--- src/rtl/lambdagen_s2p_pkg.sv ---
// Shared rasteriser definitions for the lambda setup stage: derived widths,
// cull-mode encodings and the cull decision.
package lambdagen_s2p_pkg;

    typedef enum logic [1:0] {
        CULL_NONE     = 2'd0,
        CULL_ZERO     = 2'd1,
        CULL_ZERO_NEG = 2'd2,
        CULL_RSVD     = 2'd3
    } cull_mode_e;

    function automatic int pxw(input int xw);
        return 2 * xw + 3;
    endfunction

    function automatic int pyw(input int yw);
        return 2 * yw + 3;
    endfunction

    function automatic int aw(input int xw, input int yw);
        return xw + yw + 3;
    endfunction

    function automatic int sw(input int xw, input int yw);
        return xw + yw + 4;
    endfunction

    // The reserved encoding behaves like CULL_NONE.
    function automatic logic cull_hit(input cull_mode_e m, input logic degen, input logic back);
        case (m)
            CULL_ZERO:     return degen;
            CULL_ZERO_NEG: return degen | back;
            default:       return 1'b0;
        endcase
    endfunction

endpackage

--- src/rtl/lambdagen_s2p_if.sv ---
// Triangle handshake bus: upstream vertex/edge data in, setup products out.
interface lambdagen_s2p_if
    import lambdagen_s2p_pkg::*;
#(
    parameter int XWIDTH  = 9,
    parameter int YWIDTH  = 8,
    parameter int ZWIDTH  = 16,
    parameter int IDWIDTH = 16
);
    localparam int PXW = pxw(XWIDTH);
    localparam int PYW = pyw(YWIDTH);
    localparam int AW  = aw(XWIDTH, YWIDTH);
    localparam int SW  = sw(XWIDTH, YWIDTH);

    logic                      in_valid;
    logic                      in_ready;
    logic signed [XWIDTH:0]    dl1x_i, dl2x_i;
    logic signed [YWIDTH:0]    dl1y_i, dl2y_i;
    logic [XWIDTH-1:0]         x1_i, x2_i;
    logic [YWIDTH-1:0]         y1_i, y2_i;
    logic signed [ZWIDTH-1:0]  z1_i, z2_i, z3_i;
    logic [IDWIDTH-1:0]        tid_i;

    logic                      out_valid;
    logic                      out_ready;
    logic signed [PYW-1:0]     x12y1_o, x23y2_o;
    logic signed [PXW-1:0]     y12x1_o, y23x2_o;
    logic signed [AW-1:0]      a0_o, a1_o;
    logic signed [SW-1:0]      area_o;
    logic                      degen_o, back_o;
    logic signed [XWIDTH:0]    dl1x_o, dl2x_o;
    logic signed [YWIDTH:0]    dl1y_o, dl2y_o;
    logic signed [ZWIDTH-1:0]  z1_o, z2_o, z3_o;
    logic [IDWIDTH-1:0]        tid_o;

    modport master (
        output in_valid, dl1x_i, dl2x_i, dl1y_i, dl2y_i, x1_i, x2_i, y1_i, y2_i,
               z1_i, z2_i, z3_i, tid_i, out_ready,
        input  in_ready, out_valid, x12y1_o, x23y2_o, y12x1_o, y23x2_o, a0_o, a1_o,
               area_o, degen_o, back_o, dl1x_o, dl2x_o, dl1y_o, dl2y_o,
               z1_o, z2_o, z3_o, tid_o
    );

    modport slave (
        input  in_valid, dl1x_i, dl2x_i, dl1y_i, dl2y_i, x1_i, x2_i, y1_i, y2_i,
               z1_i, z2_i, z3_i, tid_i, out_ready,
        output in_ready, out_valid, x12y1_o, x23y2_o, y12x1_o, y23x2_o, a0_o, a1_o,
               area_o, degen_o, back_o, dl1x_o, dl2x_o, dl1y_o, dl2y_o,
               z1_o, z2_o, z3_o, tid_o
    );

endinterface

--- src/rtl/lambdagen_pipe_stage.sv ---
// One elastic register slice: captures its input whenever the controller says
// the slot is free (empty or draining this cycle).
module lambdagen_pipe_stage #(
    parameter int W = 8
) (
    input  logic         clk,
    input  logic         rst,
    input  logic         load,
    input  logic         vld_i,
    input  logic [W-1:0] data_i,
    output logic         vld_o,
    output logic [W-1:0] data_o
);
    logic         vld_q, vld_d;
    logic [W-1:0] data_q, data_d;

    // Data only moves on a real transfer so a bubble leaves the old payload in place.
    always_comb begin
        vld_d  = vld_q;
        data_d = data_q;
        if (load) begin
            vld_d = vld_i;
            if (vld_i) data_d = data_i;
        end
    end

    always_ff @(posedge clk or negedge rst) begin
        if (!rst) begin
            vld_q  <= 1'b0;
            data_q <= '0;
        end else begin
            vld_q  <= vld_d;
            data_q <= data_d;
        end
    end

    assign vld_o  = vld_q;
    assign data_o = data_q;

endmodule

--- src/rtl/lambdagen_s2p.sv ---
// Lambda setup: edge/vertex cross products, signed area and back/zero-area
// culling through a LAT-deep elastic pipeline.
module lambdagen_s2p
    import lambdagen_s2p_pkg::*;
#(
    parameter int XWIDTH  = 9,
    parameter int YWIDTH  = 8,
    parameter int ZWIDTH  = 16,
    parameter int IDWIDTH = 16,
    parameter int LAT     = 2
) (
    input  logic          clk,
    input  logic          rst,
    lambdagen_s2p_if.slave bus,
    input  logic [1:0]    cull_mode,
    input  logic          clr_stats,
    output logic [15:0]   cull_cnt
);
    localparam int PXW = pxw(XWIDTH);
    localparam int PYW = pyw(YWIDTH);
    localparam int AW  = aw(XWIDTH, YWIDTH);
    localparam int SW  = sw(XWIDTH, YWIDTH);
    // Carried payload: {cull_mode, dl*, z*, tid, products, a0, a1}; a0/a1 sit at the bottom.
    localparam int BW  = 2 + 2 * (XWIDTH + 1) + 2 * (YWIDTH + 1) + 3 * ZWIDTH + IDWIDTH
                         + 2 * PYW + 2 * PXW + 2 * AW;
    localparam int VW  = BW + SW + 2;
    localparam int NM  = (LAT > 1) ? LAT - 1 : 1;

    function automatic logic [VW-1:0] with_area(input logic [BW-1:0] b);
        logic signed [SW-1:0] s;
        s = $signed({b[2*AW-1], b[2*AW-1:AW]}) + $signed({b[AW-1], b[AW-1:0]});
        return {b, s, (s == '0), s[SW-1]};
    endfunction

    logic signed [PYW-1:0] dl1y_e, dl2y_e, y1_e, y2_e, x12y1_c, x23y2_c;
    logic signed [PXW-1:0] dl1x_e, dl2x_e, x1_e, x2_e, y12x1_c, y23x2_c;
    logic signed [AW-1:0]  a_dl1y, a_dl2x, a_dl1x, a_dl2y, a0_c, a1_c;
    logic [BW-1:0]         base_c;

    // Operands widened to the full product width so every product is exact.
    always_comb begin
        dl1y_e  = {{(PYW-YWIDTH-1){bus.dl1y_i[YWIDTH]}}, bus.dl1y_i};
        dl2y_e  = {{(PYW-YWIDTH-1){bus.dl2y_i[YWIDTH]}}, bus.dl2y_i};
        y1_e    = {{(PYW-YWIDTH){1'b0}}, bus.y1_i};
        y2_e    = {{(PYW-YWIDTH){1'b0}}, bus.y2_i};
        dl1x_e  = {{(PXW-XWIDTH-1){bus.dl1x_i[XWIDTH]}}, bus.dl1x_i};
        dl2x_e  = {{(PXW-XWIDTH-1){bus.dl2x_i[XWIDTH]}}, bus.dl2x_i};
        x1_e    = {{(PXW-XWIDTH){1'b0}}, bus.x1_i};
        x2_e    = {{(PXW-XWIDTH){1'b0}}, bus.x2_i};
        a_dl1y  = {{(AW-YWIDTH-1){bus.dl1y_i[YWIDTH]}}, bus.dl1y_i};
        a_dl2y  = {{(AW-YWIDTH-1){bus.dl2y_i[YWIDTH]}}, bus.dl2y_i};
        a_dl1x  = {{(AW-XWIDTH-1){bus.dl1x_i[XWIDTH]}}, bus.dl1x_i};
        a_dl2x  = {{(AW-XWIDTH-1){bus.dl2x_i[XWIDTH]}}, bus.dl2x_i};
        x12y1_c = -(dl1y_e * y1_e);
        x23y2_c = -(dl2y_e * y2_e);
        y12x1_c = -(dl1x_e * x1_e);
        y23x2_c = -(dl2x_e * x2_e);
        a0_c    = a_dl1y * a_dl2x;
        a1_c    = -(a_dl1x * a_dl2y);
        base_c  = {cull_mode, bus.dl1x_i, bus.dl2x_i, bus.dl1y_i, bus.dl2y_i,
                   bus.z1_i, bus.z2_i, bus.z3_i, bus.tid_i,
                   x12y1_c, x23y2_c, y12x1_c, y23x2_c, a0_c, a1_c};
    end

    logic [LAT-1:0] vld, ld, vin;
    logic [BW-1:0]  mid_in [NM];
    logic [BW-1:0]  mid_q  [NM];
    logic [BW-1:0]  last_base;
    logic [VW-1:0]  last_in;
    logic [VW-3:0]  last_q;
    logic           hit;

    // A slot may load when empty or when everything ahead of it drains this cycle.
    always_comb begin
        logic ok;
        ok = bus.out_ready;
        for (int i = LAT - 1; i >= 0; i--) begin
            ok    = ~vld[i] | ok;
            ld[i] = ok;
        end
    end

    assign bus.in_ready = rst & ld[0];

    generate
        if (LAT == 1) begin : g_direct
            assign vin[0]    = bus.in_valid;
            assign last_base = base_c;
        end else begin : g_mid
            for (genvar i = 0; i < LAT - 1; i++) begin : g_stage
                if (i == 0) begin : g_head
                    assign mid_in[i] = base_c;
                    assign vin[i]    = bus.in_valid;
                end else begin : g_body
                    assign mid_in[i] = mid_q[i-1];
                    assign vin[i]    = vld[i-1];
                end
                lambdagen_pipe_stage #(.W(BW)) u_stage (
                    .clk   (clk),
                    .rst   (rst),
                    .load  (ld[i]),
                    .vld_i (vin[i]),
                    .data_i(mid_in[i]),
                    .vld_o (vld[i]),
                    .data_o(mid_q[i])
                );
            end
            assign vin[LAT-1] = vld[LAT-2];
            assign last_base  = mid_q[LAT-2];
        end
    endgenerate

    // Final slice: area is formed here and the carried cull mode decides whether it lands.
    assign last_in = with_area(last_base);
    assign hit     = cull_hit(cull_mode_e'(last_in[VW-1 -: 2]), last_in[1], last_in[0]);

    lambdagen_pipe_stage #(.W(VW - 2)) u_last (
        .clk   (clk),
        .rst   (rst),
        .load  (ld[LAT-1]),
        .vld_i (vin[LAT-1] & ~hit),
        .data_i(last_in[VW-3:0]),
        .vld_o (vld[LAT-1]),
        .data_o(last_q)
    );

    assign bus.out_valid = vld[LAT-1];
    assign {bus.dl1x_o, bus.dl2x_o, bus.dl1y_o, bus.dl2y_o, bus.z1_o, bus.z2_o, bus.z3_o,
            bus.tid_o, bus.x12y1_o, bus.x23y2_o, bus.y12x1_o, bus.y23x2_o,
            bus.a0_o, bus.a1_o, bus.area_o, bus.degen_o, bus.back_o} = last_q;

    logic [15:0] cull_cnt_q, cull_cnt_d;
    logic        cull_ev;

    assign cull_ev = vin[LAT-1] & ld[LAT-1] & hit;

    always_comb begin
        cull_cnt_d = cull_cnt_q;
        if (clr_stats)
            cull_cnt_d = {15'd0, cull_ev};
        else if (cull_ev && cull_cnt_q != 16'hFFFF)
            cull_cnt_d = cull_cnt_q + 16'd1;
    end

    always_ff @(posedge clk or negedge rst) begin
        if (!rst) cull_cnt_q <= '0;
        else      cull_cnt_q <= cull_cnt_d;
    end

    assign cull_cnt = cull_cnt_q;

endmodule

--- src/flat_wrapper.sv ---
// flat-port wrapper written by rule: the top's interface ports become plain ports
module lambdagen_s2p_flat import lambdagen_s2p_pkg::*;
#(
    parameter int XWIDTH  = 9,
    parameter int YWIDTH  = 8,
    parameter int ZWIDTH  = 16,
    parameter int IDWIDTH = 16,
    parameter int LAT     = 2
)
  (clk, rst, cull_mode, clr_stats, cull_cnt, bus_in_valid, bus_dl1x_i, bus_dl2x_i, bus_dl1y_i, bus_dl2y_i, bus_x1_i, bus_x2_i, bus_y1_i, bus_y2_i, bus_z1_i, bus_z2_i, bus_z3_i, bus_tid_i, bus_out_ready, bus_in_ready, bus_out_valid, bus_x12y1_o, bus_x23y2_o, bus_y12x1_o, bus_y23x2_o, bus_a0_o, bus_a1_o, bus_area_o, bus_degen_o, bus_back_o, bus_dl1x_o, bus_dl2x_o, bus_dl1y_o, bus_dl2y_o, bus_z1_o, bus_z2_o, bus_z3_o, bus_tid_o);
  lambdagen_s2p_if #(.XWIDTH(XWIDTH), .YWIDTH(YWIDTH), .ZWIDTH(ZWIDTH), .IDWIDTH(IDWIDTH)) bus_i ();
  input  logic clk;
  input  logic rst;
  input  logic [1:0] cull_mode;
  input  logic clr_stats;
  output logic [15:0] cull_cnt;
  input wire logic [$bits(bus_i.in_valid)-1:0] bus_in_valid;
  input wire logic [$bits(bus_i.dl1x_i)-1:0] bus_dl1x_i;
  input wire logic [$bits(bus_i.dl2x_i)-1:0] bus_dl2x_i;
  input wire logic [$bits(bus_i.dl1y_i)-1:0] bus_dl1y_i;
  input wire logic [$bits(bus_i.dl2y_i)-1:0] bus_dl2y_i;
  input wire logic [$bits(bus_i.x1_i)-1:0] bus_x1_i;
  input wire logic [$bits(bus_i.x2_i)-1:0] bus_x2_i;
  input wire logic [$bits(bus_i.y1_i)-1:0] bus_y1_i;
  input wire logic [$bits(bus_i.y2_i)-1:0] bus_y2_i;
  input wire logic [$bits(bus_i.z1_i)-1:0] bus_z1_i;
  input wire logic [$bits(bus_i.z2_i)-1:0] bus_z2_i;
  input wire logic [$bits(bus_i.z3_i)-1:0] bus_z3_i;
  input wire logic [$bits(bus_i.tid_i)-1:0] bus_tid_i;
  input wire logic [$bits(bus_i.out_ready)-1:0] bus_out_ready;
  output wire logic [$bits(bus_i.in_ready)-1:0] bus_in_ready;
  output wire logic [$bits(bus_i.out_valid)-1:0] bus_out_valid;
  output wire logic [$bits(bus_i.x12y1_o)-1:0] bus_x12y1_o;
  output wire logic [$bits(bus_i.x23y2_o)-1:0] bus_x23y2_o;
  output wire logic [$bits(bus_i.y12x1_o)-1:0] bus_y12x1_o;
  output wire logic [$bits(bus_i.y23x2_o)-1:0] bus_y23x2_o;
  output wire logic [$bits(bus_i.a0_o)-1:0] bus_a0_o;
  output wire logic [$bits(bus_i.a1_o)-1:0] bus_a1_o;
  output wire logic [$bits(bus_i.area_o)-1:0] bus_area_o;
  output wire logic [$bits(bus_i.degen_o)-1:0] bus_degen_o;
  output wire logic [$bits(bus_i.back_o)-1:0] bus_back_o;
  output wire logic [$bits(bus_i.dl1x_o)-1:0] bus_dl1x_o;
  output wire logic [$bits(bus_i.dl2x_o)-1:0] bus_dl2x_o;
  output wire logic [$bits(bus_i.dl1y_o)-1:0] bus_dl1y_o;
  output wire logic [$bits(bus_i.dl2y_o)-1:0] bus_dl2y_o;
  output wire logic [$bits(bus_i.z1_o)-1:0] bus_z1_o;
  output wire logic [$bits(bus_i.z2_o)-1:0] bus_z2_o;
  output wire logic [$bits(bus_i.z3_o)-1:0] bus_z3_o;
  output wire logic [$bits(bus_i.tid_o)-1:0] bus_tid_o;
  assign bus_i.in_valid = bus_in_valid;
  assign bus_i.dl1x_i = bus_dl1x_i;
  assign bus_i.dl2x_i = bus_dl2x_i;
  assign bus_i.dl1y_i = bus_dl1y_i;
  assign bus_i.dl2y_i = bus_dl2y_i;
  assign bus_i.x1_i = bus_x1_i;
  assign bus_i.x2_i = bus_x2_i;
  assign bus_i.y1_i = bus_y1_i;
  assign bus_i.y2_i = bus_y2_i;
  assign bus_i.z1_i = bus_z1_i;
  assign bus_i.z2_i = bus_z2_i;
  assign bus_i.z3_i = bus_z3_i;
  assign bus_i.tid_i = bus_tid_i;
  assign bus_i.out_ready = bus_out_ready;
  assign bus_in_ready = bus_i.in_ready;
  assign bus_out_valid = bus_i.out_valid;
  assign bus_x12y1_o = bus_i.x12y1_o;
  assign bus_x23y2_o = bus_i.x23y2_o;
  assign bus_y12x1_o = bus_i.y12x1_o;
  assign bus_y23x2_o = bus_i.y23x2_o;
  assign bus_a0_o = bus_i.a0_o;
  assign bus_a1_o = bus_i.a1_o;
  assign bus_area_o = bus_i.area_o;
  assign bus_degen_o = bus_i.degen_o;
  assign bus_back_o = bus_i.back_o;
  assign bus_dl1x_o = bus_i.dl1x_o;
  assign bus_dl2x_o = bus_i.dl2x_o;
  assign bus_dl1y_o = bus_i.dl1y_o;
  assign bus_dl2y_o = bus_i.dl2y_o;
  assign bus_z1_o = bus_i.z1_o;
  assign bus_z2_o = bus_i.z2_o;
  assign bus_z3_o = bus_i.z3_o;
  assign bus_tid_o = bus_i.tid_o;
  lambdagen_s2p #(.XWIDTH(XWIDTH), .YWIDTH(YWIDTH), .ZWIDTH(ZWIDTH), .IDWIDTH(IDWIDTH), .LAT(LAT)) u_core (.clk(clk), .rst(rst), .bus(bus_i), .cull_mode(cull_mode), .clr_stats(clr_stats), .cull_cnt(cull_cnt));
endmodule
--- config.mk ---
export PLATFORM = sky130hd
export DESIGN_NAME = lambdagen_s2p_flat
export DESIGN_NICKNAME = d
export VERILOG_FILES = /design/src/rtl/lambdagen_s2p_pkg.sv /design/src/rtl/lambdagen_s2p_if.sv /design/src/rtl/lambdagen_pipe_stage.sv /design/src/rtl/lambdagen_s2p.sv /design/src/flat_wrapper.sv
export SDC_FILE = /design/constraint.sdc
export NUM_CORES = 2
export LEC_CHECK = 0
export ABC_CLOCK_PERIOD_IN_PS = 11200
export CAP_MARGIN = 20
export CORE_MARGIN = 5
export CORE_UTILIZATION = 55
export DETAILED_ROUTE_END_ITERATION = 8
export DONT_BUFFER_PORTS = 1
export PLACE_DENSITY = 0.7
export SLEW_MARGIN = 20
export SYNTH_ARGS = -nofsm -noshare
export SYNTH_HDL_FRONTEND = slang
export SYNTH_SLANG_ARGS = --single-unit
--- constraint.sdc ---
create_clock -name clk -period 11.2 [get_ports clk]
set_clock_uncertainty 0.05 [all_clocks]
set_input_delay 2.8 -clock clk [delete_from_list [all_inputs] [get_ports clk]]
set_output_delay 2.8 -clock clk [all_outputs]
set_load 0.01 [all_outputs]
==> reports/metrics.yaml <==
detailed_routing:
  drc: 0
  dr.pass1.iters: 7
  viasPerCell: 5.38
  routed_wl_um: 92200
  routedWlPerCell_um: 19.2
  first_iter_violations: 1238
  final_antenna_net_count: 0
  vias: 25900
floorplanning:
  fp.dieH_um: 281
  rows: 99
  start_util: 0.554
  die_w_um: 281
  dieArea_um2: 78900
  io_pins: 406
  core-area_um2: 72800
yosys:
  synthXorXnorAreaFrac: 0.0423
  synth-compound-area-share: 0.0643
  ys.flop_type: "dfrtp_1"
  synth_top_family_by_area: "adder cells"
  synth-adder-area-share: 0.300
  async_flop_share: 1.00
  synthCells: 3919
  synthesis.area_um2: 40300
  yosysSeqAreaShare: 0.300
  netlist-cell-type-count: 71
  synth-simple-area-share: 0.120
  syn_nets: 4767
  yosysWarnings: 0
  synthMuxAreaShare: 0.0962
  synth-edff-count: 0
  ys_ff_latch: 484
  syn_area_per_cell_um2: 10.3
cts:
  clk_pin_slew_worst_paths_ns: 0.06
  cts.root.buffer_cell: "clkbuf_16"
  clock_latency_ns: 0.62
  ctsResizeCount: 0
  clockBufferDepth: 3
  cts_buffers: 53
  post-cts-setup-buffer-count: 0
  cts_tree: "done"
  htree_levels: 2
  cts.sinks: 484
  cts_hold_buf: 0
global_route:
  grt_pass1_vias: 27600
  grt_first_pass_wirelength_um: 151000
  antenna_found_initial: 4
  grt_overflow: 0
  grt_start_max_net_pins: 486
  track_usage: 0.238
worst_setup_path:
  cp.arrival_ns: 8.60
  crit_start: "bus_dl1x_i[7]"
  crit_path_end: "u_core.g_mid.g_stage[0].u_stage.data_o[80]"
  critPathLaunchType: "primary input"
  required_ns: 11.64
  rr_worst_depth: 14
  critPathMaxFanout: 19
  r2r_setup_slack_ns: 5.36
  crit_type: "in2reg"
  r2r_start: "u_core.g_mid.g_stage[0].u_stage.data_o[20]"
  r2r_end: "u_core.u_last.data_o[64]"
  critPathCaptureType: "register"
timing:
  period_needed_ns: 8.16
  max_slew_margin: 0.178
  hold_ws_ns: 0.425
  fin_tns_setup_ns: 0
  setup_slack_ns: 3.04
  final-max-slew-violation-count: 0
  tightestPinTransition_ns: 1.23
  hold_viol: 0
  rsz0062_at_grt: "false"
  fin_crit_sh: 0.728
  max_freq_ghz: 0.123
  setup_viol: 0
placed_design:
  io_buffers: 0
  dp_slack_ns: 2.43
  gp_congestion: 0.842
  dp_hpwl_um: 71200
power_and_ir_drop:
  leakage_nw: 20.7
  power.density_nw_per_um2: 292
  p_sw_frac: 0.449
  pwr-share-comb: 0.581
  p_int_w: 0.00688
  p_switching_w: 0.00561
  peakVddDrop_uv: 289
  power.share.clock: 0.154
  p_seq_frac: 0.266
final_layout:
  drive_gt1_frac: 0.114
  area_delta_synth_final_pct: 6.07
  final_common_cell: "inv_1"
  final_cell_mix: "inv_1, dfrtp_1, nand2_1"
  nNetsFinal: 4656
min_path:
  hold_class: "reg2reg"
  hold_depth: 2
job:
  drv_cap: 0
outcome:
  status: "finished, final reports clean"
## stage by stage
stage                      util  total power (W)  instances  instance area (µm²)
after floorplan               -          0.00899       3919                40300
after global placement    0.561           0.0105       4712                40800
after detailed placement  0.561           0.0106       4712                40800
after CTS                 0.587           0.0126       4812                42800
after global routing      0.588           0.0138       4813                42800
final                     0.588           0.0125       4814                42800
## cell families (layout without fill, tap and decap cells)
family	after synthesis	in the layout
buffers and inverters	787	721
XOR/XNOR	195	195
multiplexers	345	345
other	0	2
AO/OA/AOI/OAI	415	415
adder cells (fa/ha/maj)	705	705
flip-flops	484	484
AND/OR/NAND/NOR	988	988
## how the worst min path moves through the flow
| stage | from | end | slack (ns) |
|---|---|---|---|
| 6_report | u_core.g_mid.g_stage[0].u_stage.data_o[105] | u_core.g_mid.g_stage[0].u_stage.data_o[105] | 0.43 |
| 3_5_place_dp | u_core.g_mid.g_stage[0].u_stage.data_o[85] | u_core.g_mid.g_stage[0].u_stage.data_o[85] | 0.42 |
| 3_3_place_gp | u_core.g_mid.g_stage[0].u_stage.data_o[175] | u_core.u_last.data_o[198] | 0.41 |
| 5_1_grt | u_core.g_mid.g_stage[0].u_stage.data_o[218] | u_core.u_last.data_o[241] | 0.44 |
| 4_1_cts | u_core.g_mid.g_stage[0].u_stage.data_o[192] | u_core.g_mid.g_stage[0].u_stage.data_o[192] | 0.43 |
| 2_1_floorplan | u_core.g_mid.g_stage[0].u_stage.data_o[100] | u_core.g_mid.g_stage[0].u_stage.data_o[100] | 0.39 |
## power by group through the flow
stage                     clock network, W  logic [W]  registers (W)
after floorplan                          0    0.00602        0.00297
after global placement                   0    0.00712        0.00336
after detailed placement                 0    0.00725        0.00337
after CTS                          0.00197    0.00733        0.00335
after global routing               0.00204    0.00835        0.00342
final                              0.00192    0.00725        0.00332
## final cells by class
cell class / instances / area, µm²
antenna: 2 / 5.00
clock buffer: 66 / 1470
clock inverter: 34 / 487
fill: 6227 / 30000
inverter: 614 / 2300
multi-input combinational: 2648 / 25200
sequential: 484 / 12100
tap: 959 / 1200
timing repair buffer: 7 / 65.1
## per-layer routing
layer  up-vias  share of wire  GRT usage
met5         -        0.00014          0
met4         2          0.025     0.0599
met3       112          0.087     0.0741
met2       594           0.46      0.381
met1     12900           0.43      0.321
li1      12300              -          -
## registers in the layout (all words and copies together) (netlist names)
name / count
u_core.u_last.data_o: 243
u_core.g_mid.g_stage.u_stage.data_o: 223
u_core.cull_cnt: 16
u_core.g_mid.g_stage.u_stage.vld_o: 1
u_core.u_last.vld_o: 1
## critical path, stage by stage
cell	delay (ns)
nand2_1	0.06
fa_1	0.54
inv_1	0.05
fa_1	0.51
inv_1	0.06
fa_1	0.54
inv_1	0.05
fa_1	0.47
inv_1	0.05
fa_1	0.47
inv_1	0.04
ha_1	0.22
or3_1	0.33
o32ai_2	0.44
o21ai_1	0.21
o22ai_1	0.21
xor2_1	0.25
nand3_1	0.18
or4b_1	0.58
o31a_1	0.32
o31ai_1	0.21
## cells in the mapped netlist, types with 6 or more instances
library cell,number,area share
mux2_1,31,0.0087
or3_1,22,0.0034
nand4_1,10,0.0016
xor2_1,78,0.017
nor4_1,11,0.0017
nand2b_1,26,0.0040
fa_1,435,0.22
o21a_1,18,0.0033
buf_2,10,0.0012
a21o_1,40,0.0074
xnor2_1,117,0.025
and2_1,252,0.039
nor3_1,35,0.0043
a31oi_1,13,0.0020
nand3b_1,7,0.0013
a211oi_1,19,0.0035
a211o_1,6,0.0013
o21ai_0,152,0.019
mux2_2,312,0.087
or4_1,11,0.0020
buf_6,17,0.0047
clkbuf_1,138,0.013
or2_2,10,0.0016
nand2_1,437,0.041
nand3_1,36,0.0045
and3_1,11,0.0017
o211ai_1,10,0.0019
a21oi_1,82,0.010
dfrtp_1,484,0.30
o21bai_1,6,0.0011
o31ai_1,24,0.0045
inv_1,614,0.057
nor2b_1,14,0.0022
nor2_1,87,0.0081
ha_1,270,0.084
Note: power is estimated with default switching activity, not from simulation.
